[config.mk]
export PLATFORM = sky130hd
export DESIGN_NAME = muldiv_issue_ctrl
export DESIGN_NICKNAME = d
export VERILOG_FILES = /design/src/rtl/muldiv_issue_ctrl_pkg.sv /design/src/rtl/muldiv_hilo_reg.sv /design/src/rtl/muldiv_issue_ctrl.sv
export SDC_FILE = /design/constraint.sdc
export NUM_CORES = 1
export LEC_CHECK = 0
export ABC_AREA = 0
export BUFFER_PORTS_ARGS = -buffer_cell sky130_fd_sc_hd__buf_2
export CAP_MARGIN = 10
export CORE_UTILIZATION = 36
export DETAILED_ROUTE_END_ITERATION = 16
export SLEW_MARGIN = 20
export SYNTH_ARGS = -nofsm -noshare
export SYNTH_HDL_FRONTEND = slang
export SYNTH_HIERARCHICAL = 1
export SYNTH_SLANG_ARGS = --single-unit
[constraint.sdc]
create_clock -name clk_i -period 3.3 [get_ports clk_i]
set_input_delay 0 -clock clk_i [delete_from_list [all_inputs] [get_ports clk_i]]
set_output_delay 0 -clock clk_i [all_outputs]
set_load 0.05 [all_outputs]
[src/rtl/muldiv_issue_ctrl_pkg.sv]
// Shared ALU control codes and issue-FSM state encoding for the mul/div issue controller.
package muldiv_issue_ctrl_pkg;

  localparam int ALU_CTL_BITS = 4;

  localparam logic [ALU_CTL_BITS-1:0] ALU_CTL_MULT = 4'd8;
  localparam logic [ALU_CTL_BITS-1:0] ALU_CTL_DIV  = 4'd9;
  localparam logic [ALU_CTL_BITS-1:0] ALU_CTL_MFHI = 4'd10;
  localparam logic [ALU_CTL_BITS-1:0] ALU_CTL_MFLO = 4'd11;
  localparam logic [ALU_CTL_BITS-1:0] ALU_CTL_MTHI = 4'd12;
  localparam logic [ALU_CTL_BITS-1:0] ALU_CTL_MTLO = 4'd13;

  typedef enum logic [1:0] {
    ST_IDLE   = 2'd0,
    ST_LAUNCH = 2'd1,
    ST_RUN    = 2'd2
  } md_state_t;

endpackage

[src/rtl/muldiv_hilo_reg.sv]
// Architectural HI/LO pair: independent write enables, one read port selected by MFHI/MFLO.
module muldiv_hilo_reg (
  input  logic        clk_i,
  input  logic        rst_i,
  input  logic        we_hi_i,
  input  logic        we_lo_i,
  input  logic [31:0] hi_d_i,
  input  logic [31:0] lo_d_i,
  input  logic        rd_hi_i,
  output logic [31:0] rd_o
);

  logic [31:0] r_hi;
  logic [31:0] r_lo;

  always_ff @(posedge clk_i) begin
    if (rst_i) begin
      r_hi <= '0;
      r_lo <= '0;
    end else begin
      if (we_hi_i) r_hi <= hi_d_i;
      if (we_lo_i) r_lo <= lo_d_i;
    end
  end

  assign rd_o = rd_hi_i ? r_hi : r_lo;

endmodule

[src/rtl/muldiv_issue_ctrl.sv]
// Issue/writeback controller between EX and the iterative mul/div core, with
// divide-by-zero short-circuit, EX interlock and a watchdog on the core.
module muldiv_issue_ctrl
  import muldiv_issue_ctrl_pkg::*;
#(
  parameter int TIMEOUT = 40
) (
  input  logic                    clk_i,
  input  logic                    rst_i,
  input  logic [ALU_CTL_BITS-1:0] ALUCtl_i,
  input  logic                    valid_i,
  input  logic [31:0]             Op1_i,
  input  logic [31:0]             Op2_i,
  output logic [31:0]             Res_o,
  output logic                    Stall_o,
  output logic                    md_start_o,
  output logic                    md_div_o,
  output logic [31:0]             md_op1_o,
  output logic [31:0]             md_op2_o,
  input  logic                    md_done_i,
  input  logic [31:0]             md_hi_i,
  input  logic [31:0]             md_lo_i,
  output logic                    divz_o,
  output logic                    timeout_o
);

  localparam int CNT_W = (TIMEOUT > 1) ? $clog2(TIMEOUT) : 1;

  md_state_t          r_state;
  logic [CNT_W-1:0]   r_cnt;
  logic               r_start;
  logic               r_div;
  logic [31:0]        r_op1;
  logic [31:0]        r_op2;
  logic               r_divz;
  logic               r_timeout;

  logic        w_mult, w_div, w_mfhi, w_mflo, w_mthi, w_mtlo;
  logic        w_ours, w_idle, w_acc, w_launch, w_divz, w_done;
  logic        w_we_hi, w_we_lo;
  logic [31:0] w_hi_d, w_lo_d, w_rd;

  assign w_mult = (ALUCtl_i == ALU_CTL_MULT);
  assign w_div  = (ALUCtl_i == ALU_CTL_DIV);
  assign w_mfhi = (ALUCtl_i == ALU_CTL_MFHI);
  assign w_mflo = (ALUCtl_i == ALU_CTL_MFLO);
  assign w_mthi = (ALUCtl_i == ALU_CTL_MTHI);
  assign w_mtlo = (ALUCtl_i == ALU_CTL_MTLO);
  assign w_ours = w_mult | w_div | w_mfhi | w_mflo | w_mthi | w_mtlo;

  assign w_idle   = (r_state == ST_IDLE);
  assign w_acc    = valid_i & w_idle;
  assign w_divz   = w_acc & w_div & (Op2_i == '0);
  assign w_launch = w_acc & (w_mult | (w_div & (Op2_i != '0)));
  // A done pulse outside RUN (stale after reset or timeout) must never reach HI/LO.
  assign w_done   = (r_state == ST_RUN) & md_done_i;

  assign w_we_hi = w_done | w_divz | (w_acc & w_mthi);
  assign w_we_lo = w_done | w_divz | (w_acc & w_mtlo);
  assign w_hi_d  = w_done ? md_hi_i : Op1_i;
  assign w_lo_d  = w_done ? md_lo_i : (w_divz ? '1 : Op1_i);

  muldiv_hilo_reg u_hilo (
    .clk_i   (clk_i),
    .rst_i   (rst_i),
    .we_hi_i (w_we_hi),
    .we_lo_i (w_we_lo),
    .hi_d_i  (w_hi_d),
    .lo_d_i  (w_lo_d),
    .rd_hi_i (w_mfhi),
    .rd_o    (w_rd)
  );

  always_ff @(posedge clk_i) begin
    if (rst_i) begin
      r_state   <= ST_IDLE;
      r_cnt     <= '0;
      r_start   <= 1'b0;
      r_div     <= 1'b0;
      r_op1     <= '0;
      r_op2     <= '0;
      r_divz    <= 1'b0;
      r_timeout <= 1'b0;
    end else begin
      r_start <= 1'b0;
      case (r_state)
        ST_IDLE: begin
          if (w_launch) begin
            r_op1   <= Op1_i;
            r_op2   <= Op2_i;
            r_div   <= w_div;
            r_divz  <= 1'b0;
            r_start <= 1'b1;
            r_state <= ST_LAUNCH;
          end else if (w_divz) begin
            r_divz <= 1'b1;
          end
        end
        ST_LAUNCH: begin
          r_cnt   <= '0;
          r_state <= ST_RUN;
        end
        ST_RUN: begin
          if (md_done_i) begin
            r_state <= ST_IDLE;
          end else if (r_cnt == CNT_W'(TIMEOUT - 1)) begin
            r_timeout <= 1'b1;
            r_state   <= ST_IDLE;
          end else begin
            r_cnt <= r_cnt + 1'b1;
          end
        end
        default: r_state <= ST_IDLE;
      endcase
    end
  end

  assign Stall_o    = valid_i & w_ours & ~w_idle;
  assign Res_o      = (w_acc & (w_mfhi | w_mflo)) ? w_rd : '0;
  assign md_start_o = r_start;
  assign md_div_o   = r_div;
  assign md_op1_o   = r_op1;
  assign md_op2_o   = r_op2;
  assign divz_o     = r_divz;
  assign timeout_o  = r_timeout;

endmodule

==> metrics, run 1 <==
Max VDD drop 0.283 mV; total CTS buffers 17; WP data arrival approximately 3000 ps; Pwr per Cell Area 387 mW/mm^2; Max-Cap Viols 0; number of global-route vias before repair between 8000 and 9000; initial DRC count approximately 560; first-pass GRT wire length 43700 um; Reg clk slew, reported paths 60 ps; fin crit share 81.6%; CTS tree built; delay of the slowest critical-path stage 610 ps; Syn Area/Cell 7.85 um^2; CTS root buf clkbuf_16; drt pass-1 iters 5; DP Wirelength around 18000 um; Yosys reg bits 140; Core ar. 0.0226 mm^2; Worst-Skew Late Latency 420 ps; Die H 154 um; initial antenna violation count 2; run status finished, final reports clean; Buffers on Ports 236; Ys Warns 6; top post-synthesis cells by area dfxtp_1, mux2i_1, nor2_1, nand2_1, mux2_4; # resized after CTS 0; max_slew headroom 38.3%; antenna-violating nets left 0; Yosys top cell by area dfxtp_1; RSZ-0062 raised after global routing false; Initial Util between 30% and 40%; setup TNS 0 ps; I/O pins 237; total power draw 0.00435 W; vias 8720; count of final max-slew check failures 0; slowest CP cell or3b_1; clk_skew approximately 7.4 ps; share of layout cells above drive strength 1 24.6%; Worst setup SP type register; critical path, cell by cell or3b_1 -> buf_4 -> or4_1 -> nand3_2 -> buf_12 -> mux2i_1 -> nor2_1; Mapped Nets 1194; routability cong. a little under 0.9; routed length per placed instance 17.1 um; Buf/Inv on CP 2; pin count of the biggest net entering global routing approximately 130; leading cell type in the layout, fill and taps excluded buf_2; Die Width 154 um; Total Die Area 0.0237 mm^2; FP Rows 55; minimum clock period 2690 ps; Final Hold Fails 0; Clock Path Buffers 2; H-tree depth 4; DR vias/cell 5.32; Distinct cells, synth 49; GRT overflow 0; crit path capture type register; final net count 1477; Critical Path RT 3560 ps; gr usage total a little under a quarter; drt drc 0; sequential-to-total area share from yosys stat 33.8%; Worst Tran Pin Value 925 ps; # clock sinks 140; P_leak 4.90 nW; worst min path class primary input to register; Mapped Cells 1057; Netlist Area Pre-Place 0.00830 mm^2; setup violators final 0; P&R area growth vs syn 35.6%; fmax between 300 and 400 MHz; Critical Path Fanout Max 32; most frequent cells in the layout buf_2, nor2_1, dfxtp_1, nand2_1, dlygate4sd3_1; kind of critical path register to register; CP top delay family simple AND/OR/NAND/NOR gates; share of the synthesized area in the top cell type around 34%; drt total wl 28100 um
[path summary, 6_finish.rpt]
kind                                      start              end  slack (ps)  depth (start not counted)
worst max-delay path                 r_state[1]  u_hilo/r_hi[26]         610                          7
worst min-delay path                md_lo_i[28]  u_hilo/r_lo[28]          10                          5
worst max register to register       r_state[1]  u_hilo/r_hi[26]         610                          7
worst min register to register  u_hilo/r_lo[15]  u_hilo/r_lo[15]         500                          2
[kinds of logic (layout without fill, tap and decap cells)]
kind of cell,Yosys count,count (layout),share of synthesized area [%]
simple gates,594,594,37.5
flops,140,140,33.8
compound gates,118,118,8.59
buf+inv,105,400,6.24
mux,96,96,13.4
xor+xnor,3,3,0.317
fa+ha+maj,1,1,0.151
other cells,0,2,0
[worst reg2reg max path: cells and delay by family, from the launching register on]
family | cells | cell delay (ps)
buf+inv | 2 | 550
flops | 1 | 420
mux | 1 | 270
simple gates | 4 | 1290
[timing repair]
item / CTS / global route
setup endpoints to repair: 0 / 0
hold endpoints to repair: 84 / 0
buffers inserted: 0 / 0
hold buffers: 110 / 0
[layout make-up]
| class | instances | area [um^2] |
|---|---|---|
| flip-flops and latches | 140 | 2800 |
| clock buffers | 19 | 433 |
| well taps | 285 | 357 |
| repair buffers | 368 | 2480 |
| clock inverters | 12 | 173 |
| fillers | 2178 | 11400 |
| multi-input cells | 812 | 5000 |
| inverters | 1 | 3.75 |
| diodes | 2 | 5.00 |
[layer usage]
layer	routed length, um	part of all wire [%]	GRT usage, %
met1	12900	46	31.3
met2	12600	45	36.5
met3	2100	7.5	5.92
met4	439	1.6	6.05
met5	0	0	0
[cell usage after synthesis (all sizes together)]
cell type	n
buf	26
o211ai	1
mux2i	64
nor2b	66
o32ai	2
o2111ai	2
a41oi	2
xor2	3
nand3b	31
and2	32
ha	1
a311oi	1
nand2b	2
a31oi	1
a211oi	3
or3	5
clkbuf	78
nor4	4
nor2	145
nor3	1
dfxtp	140
inv	1
or4	4
nor3b	3
o21ai	33
mux2	32
or3b	2
and3b	1
o221ai	1
o22ai	1
or2	3
a21oi	39
nand2	129
nand3	66
a22oi	32
and4	1
nand4b	1
nor4b	33
nand4	63
and3	2
[power breakdown]
group	switching (W)	internal, W
sequential	0.0000205	0.00173
clock	0.000746	0.00126
combinational	0.000331	0.000267
total	0.00110	0.00325
[through the flow]
step	setup slack, ps	hold slack, ps	area [um^2]	util, %	cells
after floorplan	1080	146	8300	-	1057
after global placement	723	249	9540	42.1	1496
after detailed placement	658	257	9540	42.1	1496
after CTS	645	0.513	11200	49.7	1637
after global routing	476	35.4	11300	49.7	1638
final	607	12.0	11300	49.7	1639
[registers in the layout, indices dropped and copies added (netlist names), 2 cells and up]
| signal | cells |
|---|---|
| u_hilo/r_hi | 32 |
| md_op2_o | 32 |
| md_op1_o | 32 |
| r_cnt | 6 |
| u_hilo/r_lo | 32 |
| r_state | 2 |
Note: power is estimated with default switching activity, not from simulation.
==> inputs of run 2 (changes only) <==
==> constraint.sdc (replaced) <==
create_clock -name clk_i -period 2.3 [get_ports clk_i]
set_input_delay 0 -clock clk_i [delete_from_list [all_inputs] [get_ports clk_i]]
set_output_delay 0 -clock clk_i [all_outputs]
set_load 0.05 [all_outputs]
==> run 2 against run 1 <==
  * Non-clock buffer count grew 13
  * First-iteration DRC count shrank 15%
  * Die area is the same
  * Register-to-register slack lost 420 ps
  * Critical path depth shrank 1
  * Critical path type is now register to output pin
  * Highest routed layer unchanged
==> metrics, run 2 (synthesized netlist as in run 1, its figures left out) <==
run status finished, final reports clean; setup TNS 0 ps (unchanged); crit path capture type output pin; P_leak 4.93 nW (+0.66%); Worst-Skew Late Latency 430 ps (about the same); Worst setup SP type register; initial antenna violation count 1 (-1); FP Rows 55 (unchanged); drt pass-1 iters 5 (unchanged); initial DRC count 475 (-15%); GRT overflow 0 (unchanged); Sequential cell area 0.00280 mm^2 (unchanged); routed length per placed instance 17.2 um (+0.55%); first-pass GRT wire length 44800 um (+2.5%); fmax 452 MHz; setup violators final 0 (unchanged); # clock sinks 140 (unchanged); CTS root buf clkbuf_16; total CTS buffers 17 (unchanged); gr usage total 23.7% (+0.59 points); GRT busiest layer met2; kind of critical path register to output pin; Critical Path Fanout Max 32 (unchanged); Worst Tran Pin Value 911 ps (-14.6 ps); CTS tree built; Multi-input gate area 0.00500 mm^2 (unchanged); clk_skew 18.4 ps (+11.1 ps); Critical Path RT 2300 ps (-1260 ps); I/O pins 237 (unchanged); max_slew headroom 39.3% (+0.97 points); DP Wirelength 18100 um (+1.2%); Final Non-Filler Cells 1652 (+0.79%); antenna-violating nets left 0 (unchanged); Initial Util 36.7% (unchanged); share of layout cells above drive strength 1 25.0% (+0.41 points); most frequent cells in the layout buf_2, nor2_1, dfxtp_1, nand2_1, dlygate4sd3_1; worst min path class primary input to register; Die H 154 um (unchanged); WP data arrival 2210 ps (-740 ps); M3 GR Usage 5.67% (-0.25 points); count of final max-slew check failures 0 (unchanged); minimum clock period 2210 ps; RSZ-0062 raised after global routing false; final net count 1490 (+0.88%); Placed Cells 1505 (+0.60%); Core ar. 0.0226 mm^2 (unchanged); fin crit share 96.2%; routability cong. 0.849 (-1.8%); Final Hold Fails 0 (unchanged); Fin Hold WS 5.07 ps (-6.95 ps); met1 GRT Util 31.0% (-0.27 points); Die Width 154 um (unchanged); drt drc 0 (unchanged); Clock Path Buffers 2 (unchanged); Max VDD drop 0.460 mV (+62%); vias 8857 (+1.6%); Pwr per Cell Area 518 mW/mm^2 (+34%); DR vias/cell 5.36 (+0.77%); pin count of the biggest net entering global routing 123 (-6.8%); met2 usage 38.3% (+1.8 points); Total Die Area 0.0237 mm^2 (unchanged); leading cell type in the layout, fill and taps excluded buf_2; fill count 2145 (-1.5%); Buffers on Ports 236 (unchanged); number of global-route vias before repair 8431 (+3.1%); Reg clk slew, reported paths 60 ps (about the same); Post-CTS Repair Setup Buffers 0 (unchanged); H-tree depth 4 (unchanged); drt total wl 28400 um (+1.4%); P&R area growth vs syn 37.6%; Max-Cap Viols 0 (unchanged)
-- run 2: cell types whose count changed in the layout (fill, tap and decap cells not counted), sizes merged --
| cell | previous run | this run |
|---|---|---|
| clkbuf | 19 | 31 |
| bufinv | 4 | 0 |
| buf | 258 | 256 |
| dlygate4sd3 | 110 | 114 |
| inv | 1 | 5 |
| clkinv | 6 | 3 |
| diode | 2 | 1 |
| clkinvlp | 2 | 5 |
-- run 2: critical path, cell delays in order (launching register included) --
cell      delay, ps
dfxtp_1         370
or3b_1          440
buf_4           200
nor2_2          150
buf_12          190
and2_1          180
clkbuf_4        240
-- run 2: repair_timing --
item / CTS / global route
hold endpoints to repair: 89 / 0
setup endpoints to repair: 0 / 14
hold buffers: 114 / 0
gates resized for setup: 0 / 17
-- run 2: layout make-up --
cell class | count | area share [%]
diodes | 1 | 0.0219
well taps | 285 | 3.12
clock buffers | 20 | 3.82
clock inverters | 12 | 0.800
inverters | 1 | 0.0329
repair buffers | 381 | 23.8
multi-input cells | 812 | 43.8
flip-flops and latches | 140 | 24.5
-- run 2: power breakdown --
| part | total, W | internal, W | switching [W] |
|---|---|---|---|
| clock | 0.00253 | 0.00139 | 0.00114 |
| combinational | 0.000877 | 0.000398 | 0.000480 |
| sequential | 0.00251 | 0.00248 | 0.0000287 |
| total | 0.00591 | 0.00427 | 0.00165 |
-- run 2: per-stage QoR --
stage | utilization [%] | setup WS (ps) | cell area, um^2 | total power (W)
2_1_floorplan | - | 78.9 | 8300 | 0.00300
3_3_place_gp | 42.9 | 234 | 9710 | 0.00327
3_5_place_dp | 42.9 | 209 | 9710 | 0.00328
4_1_cts | 50.3 | 33.5 | 11400 | 0.00597
5_1_grt | 50.4 | 1.74 | 11400 | 0.00615
6_report | 50.4 | 87.8 | 11400 | 0.00591
-- run 2: final timing paths --
kind / from / endpoint / slack, ps / cells past startpoint
max: r_state[0] / Res_o[1] / 90 / 6
min reg2reg: u_hilo/r_hi[5] / u_hilo/r_hi[5] / 500 / 2
min: Op1_i[22] / u_hilo/r_hi[22] / 5 / 5
max reg2reg: r_state[0] / u_hilo/r_hi[29] / 190 / 6
-- run 2: metal layers --
metal / wire (um) / up-vias
met5: 0 / -
met4: 479 / 0
met3: 2050 / 32
met2: 13100 / 346
met1: 12800 / 4179
li1: - / 4300
